<file path="src/rtl/lsu.sv">
// Load/store unit: accepts one memory op at a time from a thread and runs it over a
// single memory-controller slot. Define LSU_TIMEOUT_EN to add a WAITING-state watchdog.
module lsu #(
  parameter int DATA_WIDTH     = 8,
  parameter int ADDRESS_WIDTH  = 8,
  parameter int TIMEOUT_CYCLES = 255
) (
  input  logic                     clk,
  input  logic                     reset,
  // Request/response: a transfer happens on a clock edge where valid and ready are both 1.
  // A valid source keeps its payload stable until that edge.
  input  logic                     req_valid,
  output logic                     req_ready,
  input  logic                     req_write,
  input  logic [ADDRESS_WIDTH-1:0] req_addr,
  input  logic [DATA_WIDTH-1:0]    req_wdata,
  output logic                     resp_valid,
  input  logic                     resp_ready,
  output logic [DATA_WIDTH-1:0]    resp_rdata,
  output logic                     resp_error,
  output logic                     mem_read_valid,
  output logic [ADDRESS_WIDTH-1:0] mem_read_address,
  input  logic                     mem_read_ready,
  input  logic [DATA_WIDTH-1:0]    mem_read_data,
  output logic                     mem_write_valid,
  output logic [ADDRESS_WIDTH-1:0] mem_write_address,
  output logic [DATA_WIDTH-1:0]    mem_write_data,
  input  logic                     mem_write_ready,
  output logic [1:0]               lsu_state
);

  typedef enum logic [1:0] {
    IDLE    = 2'd0,
    WAITING = 2'd1,
    RELEASE = 2'd2,
    DONE    = 2'd3
  } state_t;

  state_t state;
  logic   op_write;
  logic   side_ready;
  logic   timeout_hit;

  if (TIMEOUT_CYCLES < 1) begin : g_bad_timeout
    $error("lsu: TIMEOUT_CYCLES must be at least 1");
  end

  assign req_ready  = (state == IDLE);
  assign lsu_state  = state;
  // Only the ready of the side the current op uses is ever looked at.
  assign side_ready = op_write ? mem_write_ready : mem_read_ready;

`ifdef LSU_TIMEOUT_EN
  localparam int TW = $clog2(TIMEOUT_CYCLES + 1);
  localparam logic [TW-1:0] TIMEOUT_LAST = TW'(TIMEOUT_CYCLES - 1);

  logic [TW-1:0] wd_count;

  // The op can only enter WAITING from IDLE, so clearing in IDLE clears on entry.
  always_ff @(posedge clk) begin
    if (reset) begin
      wd_count <= '0;
    end else if (state == IDLE) begin
      wd_count <= '0;
    end else if (state == WAITING) begin
      wd_count <= wd_count + 1'b1;
    end
  end

  assign timeout_hit = (state == WAITING) && !side_ready && (wd_count == TIMEOUT_LAST);
`else
  assign timeout_hit = 1'b0;
`endif

  always_ff @(posedge clk) begin
    if (reset) begin
      state             <= IDLE;
      op_write          <= 1'b0;
      mem_read_valid    <= 1'b0;
      mem_read_address  <= '0;
      mem_write_valid   <= 1'b0;
      mem_write_address <= '0;
      mem_write_data    <= '0;
      resp_valid        <= 1'b0;
      resp_rdata        <= '0;
      resp_error        <= 1'b0;
    end else begin
      case (state)
        IDLE: begin
          if (req_valid) begin
            op_write <= req_write;
            if (req_write) begin
              mem_write_valid   <= 1'b1;
              mem_write_address <= req_addr;
              mem_write_data    <= req_wdata;
            end else begin
              mem_read_valid   <= 1'b1;
              mem_read_address <= req_addr;
            end
            state <= WAITING;
          end
        end
        WAITING: begin
          if (side_ready) begin
            if (!op_write) begin
              resp_rdata <= mem_read_data;
            end
            mem_read_valid  <= 1'b0;
            mem_write_valid <= 1'b0;
            state           <= RELEASE;
          end else if (timeout_hit) begin
            mem_read_valid  <= 1'b0;
            mem_write_valid <= 1'b0;
            resp_error      <= 1'b1;
            state           <= RELEASE;
          end
        end
        RELEASE: begin
          // A controller still holding ready must not see the next op's valid.
          if (!side_ready) begin
            resp_valid <= 1'b1;
            state      <= DONE;
          end
        end
        DONE: begin
          if (resp_ready) begin
            resp_valid <= 1'b0;
            resp_error <= 1'b0;
            state      <= IDLE;
          end
        end
        default: state <= IDLE;
      endcase
    end
  end

endmodule

</file>
<file path="config.mk">
export PLATFORM = sky130hd
export DESIGN_NAME = lsu
export DESIGN_NICKNAME = d
export VERILOG_FILES = /design/src/rtl/lsu.sv
export SDC_FILE = /design/constraint.sdc
export NUM_CORES = 1
export LEC_CHECK = 0
export CAP_MARGIN = 20
export CORE_MARGIN = 3
export CORE_UTILIZATION = 35
export DETAILED_ROUTE_END_ITERATION = 12
export PLACE_DENSITY = 0.72
export REMOVE_ABC_BUFFERS = 1
export SLEW_MARGIN = 25
export SYNTH_ARGS = -nofsm -noshare
export SYNTH_HDL_FRONTEND = slang
export SYNTH_SLANG_ARGS = --single-unit
</file>
<file path="constraint.sdc">
create_clock -name clk -period 1.9 [get_ports clk]
set_input_delay 0.19 -clock clk [delete_from_list [all_inputs] [get_ports clk]]
set_output_delay 0.19 -clock clk [all_outputs]
set_load 0.005 [all_outputs]
</file>
==> After elaboration in Yosys (flattened, before gate mapping) <==
Cells that the tools add are included.
{ "totals": {"inputBits": 31, "out_inout_bits": 39, "regBits": 38, "wordCells": 47} }
{ "op_classes": {"eq_ne": 9, "muxes": 16, "bitwise_logic": 2, "reduce_logical": 11} }
{ "ops": {"columns": ["operator", "n"], "rows": [
  ["$reduce_and 3->1", 4],
  ["$reduce_and 4->1", 3],
  ["$ne 2x2->1 const B", 5],
  ["$mux 1", 8],
  ["$mux 2", 4],
  ["$pmux 2 s4", 1],
  ["$pmux 1 s2", 3],
  ["$eq 2x2->1 const B", 2],
  ["$reduce_bool 2->1", 2],
  ["$eq 2x1->1 const B", 1],
  ["$logic_not 2->1", 1],
  ["$ne 2x1->1 const B", 1],
  ["$not 1->1", 2],
  ["$reduce_and 2->1", 1]
]} }

==> Logic depth before layout (Yosys ltp) <==
Gate-level depths: netlist of the first run.
{ "logic_depth": {"depth_word": 3, "ltp_mapped": 7, "depth_no_buf": 6} }

==> Worst setup path after synthesis of the first run <==
No wires, ideal clock.
{ "synth_path": {"kind": "flip-flop to flip-flop", "start": "register state[0], in the netlist lsu_state[0]", "end": "register mem_write_valid", "t_required_ps": 1814, "arrival_time_ps": 1439, "setup_slack_ps": 376, "stages_incl_launch_ff": 8, "setup_ps": 86, "synth_period_minus_slack_ps": 1524, "path_buffers": 1, "path_cell_list": "dfxtp_1 > inv_1 > ha_1 > nor2b_1 > buf_2 > a211oi_2 > nor2_1 > a211oi_1"} }
{ "synth_between": {"elab_chain_cells": 3, "word_cells_on_any_way": 8, "cone_classes": "eq/ne (4); mux (1); reduce/logical (3)"} }
{ "synth_lines": {"columns": ["item", "line", "text"], "rows": [
  ["from (decl)", "39", "state_t state;"],
  ["from (signal assigned)", "77", "state <= IDLE;"],
  ["from (signal assigned)", "100", "state <= WAITING;"],
  ["from (signal assigned)", "110", "state <= RELEASE;"],
  ["$logic_not 2->1 *", null, null],
  ["named net req_ready", "13", "output logic req_ready,"],
  ["$ne 2x1->1 (no source line) (tied with other cells)", null, null],
  ["$reduce_and 4->1 (no source line)", null, null],
  ["to (signal assigned)", "81", "mem_write_valid <= 1'b0;"],
  ["to (signal assigned)", "93", "mem_write_valid <= 1'b1;"],
  ["to (signal assigned)", "109", "mem_write_valid <= 1'b0;"],
  ["to (decl)", "25", "output logic mem_write_valid,"]
]} }
Mark *: on every way through the listed nets, which the timed path passes. The rest lies on a longest branch.
A chain may end at the register's enable or synchronous reset.

==> Final worst setup path of the first run <==
{ "layout_path": {"start": "register state[0], in the netlist lsu_state[0]", "end": "output req_ready"} }
{ "layout_between": {"elab_chain_cells": 1} }
{ "layout_lines": {"columns": ["item", "line", "text"], "rows": [
  ["$logic_not 2->1", "48", "assign req_ready = (state == IDLE);"],
  ["to (decl)", "13", null]
]} }
No other way between the ends.

==> metrics.txt, run 1 <==
result of the run=finished clean; layout cells sized above 1=0.0902; first-pass GRT wire length=6200 um; number of vias in the routed layout=approximately 1.4k; leak pwr=0.927 nW; maximum buffer depth of the clock tree=2; Num CTS Buffers=5; logic gate share of total power=0.368; count of boundary I/O pins=70; Max Clock Freq=577 MHz; critical path data required time=between 1500 and 2000 ps; kind of critical path=register to primary output; Worst setup SP type=register; worst skew pair latency=280 ps; CP peak stage delay=480 ps; area of the die=0.00529 mm^2; post-route antenna net violation count=0; worst clock skew=4.34 ps; most common library cells after synthesis=sky130_fd_sc_hd__nand2_1 (43), sky130_fd_sc_hd__dfxtp_1 (38), sky130_fd_sc_hd__a21oi_1 (25); net switching component of the power=roughly 0.79 mW; switching power share of the total=0.296; count of flip-flops with a built-in enable after synthesis=0; vias in the first global route=approximately 1.4k; hold slack final=roughly 450 ps; Final setup viols=0; WL final=3720 um; total of max-cap violations=0; synthesized flop and latch total=38; Horiz. Die Dim=between 70 and 80 um; Critical Path End Type=primary output; post-layout minimum cycle time=1730 ps; proportion of power drawn by the clock network=0.257; arrival time at the worst endpoint=1540 ps; Global Route met3 Usage=0.0730; average vias per placed instance=just under 5; cell with the most instances after synthesis=sky130_fd_sc_hd__nand2_1; number of nets in the layout=280; area growth from synthesis to final layout=53.3%; core occupancy in the finished layout=0.576; area fraction of the dominant cell type after synthesis=0.488; Site Rows=23; worst hold-check path type=input pin to register; routed length per placed instance=12.7 um; final total power=2.68 mW; clock sink total=38; pin count of the biggest net entering global routing=39; library cell with the largest summed area after synthesis=sky130_fd_sc_hd__dfxtp_1; total power density per cell area=1120 mW/mm^2; met1 Use GR=0.185; final cell area excluding filler cells=between 0.002 and 0.0025 mm^2; critical path buffer and inverter count=2; buffer type at the clock tree root=sky130_fd_sc_hd__clkbuf_8; proportion of power drawn by flip-flops and latches=0.374; last weighted congestion value of the routability-driven placer=0.822; met2 demand-to-capacity share in global routing=0.230; synth warn=0; worst-path cell chain=inv_1 > ha_1 > clkdlybuf4s50_1; proportion of synthesized flip-flops having asynchronous set or reset=0; placement-stage worst setup slack=245 ps; input/output buffers=68; Max Slew Vio Count=0; TritonCTS clock tree=built; period utilization=0.912; initial standard-cell utilization of the core=0.376; CTS H-tree depth=2; critical path's top delay family=buffers and inverters; post-CTS setup buffers=0; HPWL after detailed placement=around 2700 um; GRT overflow=0; setup repair after global routing missed its margin=no; count of antenna diodes in the layout=0; post-synthesis sequential area ratio=0.488; Placed Area=0.00228 mm^2; worst supply voltage drop on vdd=0.775 mV; cell total after placement=about 290; highest fanout seen on the critical path=5; Cell Count, Final, Fillers Out=294; post-route setup TNS=0 ps; Final Hold Fails=0; number of antenna violations at the first check in global routing=0; area of the mapped netlist=0.00156 mm^2; count of instances resized after the clock tree is built=0; syn_area_per_cell=8.95 um^2; total of hold buffers inserted after clock tree synthesis=0; cell with the largest stage delay on the worst path=sky130_fd_sc_hd__clkdlybuf4s50_1; count of mapped cells out of synthesis=174; most used routing layer=met2; 1st-pass router iterations=4; Starting DRT DRC Count=64; floorplan die height=72.7 um; core box area=0.00414 mm^2; Worst Setup Slack, final=between 150 and 200 ps; clock slew at the register clock pins of the worst setup and hold paths=70 ps; leading post-synthesis cells by cell area=sky130_fd_sc_hd__dfxtp_1 (49%), sky130_fd_sc_hd__nand2_1 (10%), sky130_fd_sc_hd__a21oi_1 (8.0%); internal portion of total power=between 1.5 and 2 mW; GRT Total Usage=0.147; residual DRC count=0; prevailing post-synth register cell=sky130_fd_sc_hd__dfxtp_1; number of different library cells in the post-synthesis netlist=28
-- routing by layer --
layer	up-vias	part of all wire
li1	716	-
met1	650	0.46
met2	58	0.42
met3	3	0.11
met4	0	0.0046
met5	-	0
-- final timing paths --
| check | depth (start not counted) | to | startpoint | slack (ps) |
|---|---|---|---|---|
| setup / recovery | 3 | req_ready | lsu_state[0] | 170 |
| hold / removal | 3 | mem_write_data[5] | req_wdata[5] | 450 |
| hold reg to reg | 2 | mem_write_data[4] | mem_write_data[4] | 450 |
| setup reg to reg | 7 | mem_read_address[4] | lsu_state[1] | 230 |
-- cell type report --
class	count	area [um^2]
clock buffers	6	82.6
inverters	4	15.0
multi-input cells	121	712
well taps	50	62.6
clock inverters	1	30.0
repair buffers	74	726
flip-flops and latches	38	761
fillers	397	1760
-- sequential cells by signal, summed over array words and instances (netlist names) --
name / cells
mem_write_data: 8
mem_write_valid: 1
op_write: 1
lsu_state: 2
mem_write_address: 8
resp_valid: 1
mem_read_valid: 1
mem_read_address: 8
resp_rdata: 8
-- cell usage in the layout (no fill, tap or decap), types with 2 or more instances in the layout --
cell type	n
sky130_fd_sc_hd__dfxtp_1	38
sky130_fd_sc_hd__ha_1	5
sky130_fd_sc_hd__a211oi_2	2
sky130_fd_sc_hd__a21oi_1	25
sky130_fd_sc_hd__mux2i_1	9
sky130_fd_sc_hd__a21oi_2	2
sky130_fd_sc_hd__nor2_1	11
sky130_fd_sc_hd__a211oi_1	2
sky130_fd_sc_hd__buf_4	6
sky130_fd_sc_hd__inv_1	4
sky130_fd_sc_hd__nand2_1	43
sky130_fd_sc_hd__clkdlybuf4s50_1	68
sky130_fd_sc_hd__clkbuf_8	6
sky130_fd_sc_hd__nand3_1	9
-- tightest hold or removal path: cells and delay by family --
kind            cells  cell delay [ps]
buf+inv             1              400
compound gates      1               50
simple gates        1               60
-- power groups by stage --
| stage | Sequential (mW) | Combinational [mW] | Clock, mW |
|---|---|---|---|
| after floorplan | 1.02 | 0.497 | 0 |
| after global placement | 1.02 | 0.983 | 0 |
| after detailed placement | 1.02 | 0.992 | 0 |
| after CTS | 1.00 | 0.999 | 0.709 |
| after global routing | 1.02 | 1.09 | 0.757 |
| final | 1.00 | 0.987 | 0.689 |
-- kinds of logic (layout without fill, tap and decap cells) --
group,Yosys count,in the layout,share of synthesized area
other,1,1,0.00241
multiplexers,10,10,0.0667
flip-flops,38,38,0.488
AO/OA/AOI/OAI,35,35,0.153
AND/OR/NAND/NOR,70,70,0.194
buffers and inverters,15,85,0.0546
adder cells (fa/ha/maj),5,5,0.0402
Note: power is estimated with default switching activity, not from simulation.
==> run 2, diff against run 1 <==
--- a/config.mk
+++ b/config.mk
@@ -9,7 +9,7 @@
 export CORE_MARGIN = 3
 export CORE_UTILIZATION = 35
 export DETAILED_ROUTE_END_ITERATION = 12
-export PLACE_DENSITY = 0.72
+export PLACE_DENSITY = 0.73
 export REMOVE_ABC_BUFFERS = 1
 export SLEW_MARGIN = 25
 export SYNTH_ARGS = -nofsm -noshare
==> run 2 against run 1 <==
Effect of this change: critical path depth unchanged; cell count down 0.68%; total power down 5.7%; die area is the same; non-clock buffer count decreased by 1; worst hold slack better by 0.57 ps; sequential power about the same; sequential share of layout area rose by 0.51 points; critical endpoint unchanged; largest cell class unchanged; largest power group unchanged.
==> metrics.txt, run 2 (synthesis gave the netlist of run 1 again) <==
total of max-cap violations=0; proportion of power drawn by the clock network=0.214; leak pwr=between 0.9 and 1 nW; net switching component of the power=slightly below 0.8 mW; count of boundary I/O pins=70; Site Rows=23; critical path data required time=about 1700 ps; buffer type at the clock tree root=sky130_fd_sc_hd__clkbuf_8; worst clock skew=7.63 ps; core box area=0.00414 mm^2; clock sink total=38; Final setup viols=0; worst hold path startpoint=req_wdata[6]; Critical Path End Type=primary output; layout cells sized above 1=0.0826; last weighted congestion value of the routability-driven placer=0.753; Max Clock Freq=582 MHz; commonest cells after routing, fill and taps aside=sky130_fd_sc_hd__clkdlybuf4s50_1 (68), sky130_fd_sc_hd__nand2_1 (43), sky130_fd_sc_hd__dfxtp_1 (38); hold slack final=452 ps; switching power share of the total=0.310; routed length per placed instance=13.0 um; worst-path cell chain=inv_1 > ha_1 > clkdlybuf4s50_1; total power density per cell area=1070 mW/mm^2; most common cell after layout, fill and taps aside=sky130_fd_sc_hd__clkdlybuf4s50_1; maximum buffer depth of the clock tree=2; WL final=3790 um; final total power=~2.5 mW; number of nets in the layout=between 200 and 300; 1st-pass router iterations=4; worst supply voltage drop on vdd=0.665 mV; count of antenna diodes in the layout=0; Starting DRT DRC Count=87; number of antenna violations at the first check in global routing=0; average vias per placed instance=4.82; area of the die=about 0.0053 mm^2; total of hold buffers inserted after clock tree synthesis=0; worst setup path start=lsu_state[0]; highest fanout seen on the critical path=5; cell with the largest stage delay on the worst path=sky130_fd_sc_hd__clkdlybuf4s50_1; worst skew pair latency=approximately 290 ps; input/output buffers=68; logic gate share of total power=0.388; Placed Area=0.00227 mm^2; worst hold-check path type=input pin to register; CP peak stage delay=450 ps; internal portion of total power=between 1.5 and 2 mW; Worst setup SP type=register; GRT Total Usage=0.146; CTS H-tree depth=2; setup repair after global routing missed its margin=no; HPWL after detailed placement=around 2700 um; pin count of the biggest net entering global routing=39; post-route antenna net violation count=0; Final Hold Fails=0; floorplan die height=between 70 and 80 um; post-route setup TNS=0 ps; number of vias in the routed layout=roughly 1.4k; result of the run=finished clean; residual DRC count=0; area growth from synthesis to final layout=50.9%; TritonCTS clock tree=built; period utilization=0.904; clock slew at the register clock pins of the worst setup and hold paths=roughly 70 ps; vias in the first global route=1359; first-pass GRT wire length=6040 um; Max Slew Vio Count=0; start of the worst register-to-register path=lsu_state[0]; final cell area excluding filler cells=0.00235 mm^2; count of instances resized after the clock tree is built=0; post-layout minimum cycle time=around 1700 ps; proportion of power drawn by flip-flops and latches=0.397; post-CTS setup buffers=0; kind of critical path=register to primary output; arrival time at the worst endpoint=1530 ps; Num CTS Buffers=5; Horiz. Die Dim=72.7 um; initial standard-cell utilization of the core=0.376; GRT overflow=0
## run 2: power groups by stage
stage	combinational, mW	clock, mW	sequential (mW)
2_1_floorplan	0.497	0	1.02
3_3_place_gp	0.968	0	1.02
3_5_place_dp	0.986	0	1.02
4_1_cts	0.993	0.557	1.01
5_1_grt	1.08	0.583	1.02
6_report	0.980	0.541	1.00
## run 2: per-layer routing
layer | GRT usage | wire, um
met4 | 0.0615 | 47
met3 | 0.0510 | 342
met2 | 0.226 | 1680
met5 | 0 | 0
met1 | 0.184 | 1720
## run 2: layout make-up
type,instances,area (um^2)
fill,388,1790
sequential,38,761
timing repair buffer,73,718
multi-input combinational,121,712
clock buffer,6,82.6
tap,50,62.6
inverter,4,15.0
## run 2: worst paths after layout
| check | to | cells after the start | slack, ps |
|---|---|---|---|
| hold / removal | mem_write_data[6] | 3 | 450 |
| hold reg to reg | mem_write_data[5] | 2 | 450 |
| setup reg to reg | mem_read_address[6] | 7 | 240 |
| setup / recovery | req_ready | 3 | 180 |
## run 2: through the flow
step	cells	util	setup slack, ps
3_3_place_gp	286	0.547	245
3_5_place_dp	286	0.547	219
6_report	292	0.567	183
5_1_grt	292	0.567	47.1
2_1_floorplan	163	-	290
4_1_cts	292	0.567	166
## run 2: critical path: cells and delay by family (launching register included)
| family | cells | cell delay [ps] |
|---|---|---|
| adder cells (fa/ha/maj) | 1 | 250 |
| buffers and inverters | 2 | 560 |
| flip-flops | 1 | 420 |
==> run 3, diff against run 2 <==
--- a/config.mk
+++ b/config.mk
@@ -8,6 +8,7 @@
 export CAP_MARGIN = 20
 export CORE_MARGIN = 3
 export CORE_UTILIZATION = 35
+export CTS_CLUSTER_DIAMETER = 30
 export DETAILED_ROUTE_END_ITERATION = 12
 export PLACE_DENSITY = 0.73
 export REMOVE_ABC_BUFFERS = 1
==> results of run 3 <==
Final layout, timing and power as in run 2 (identical DEF).
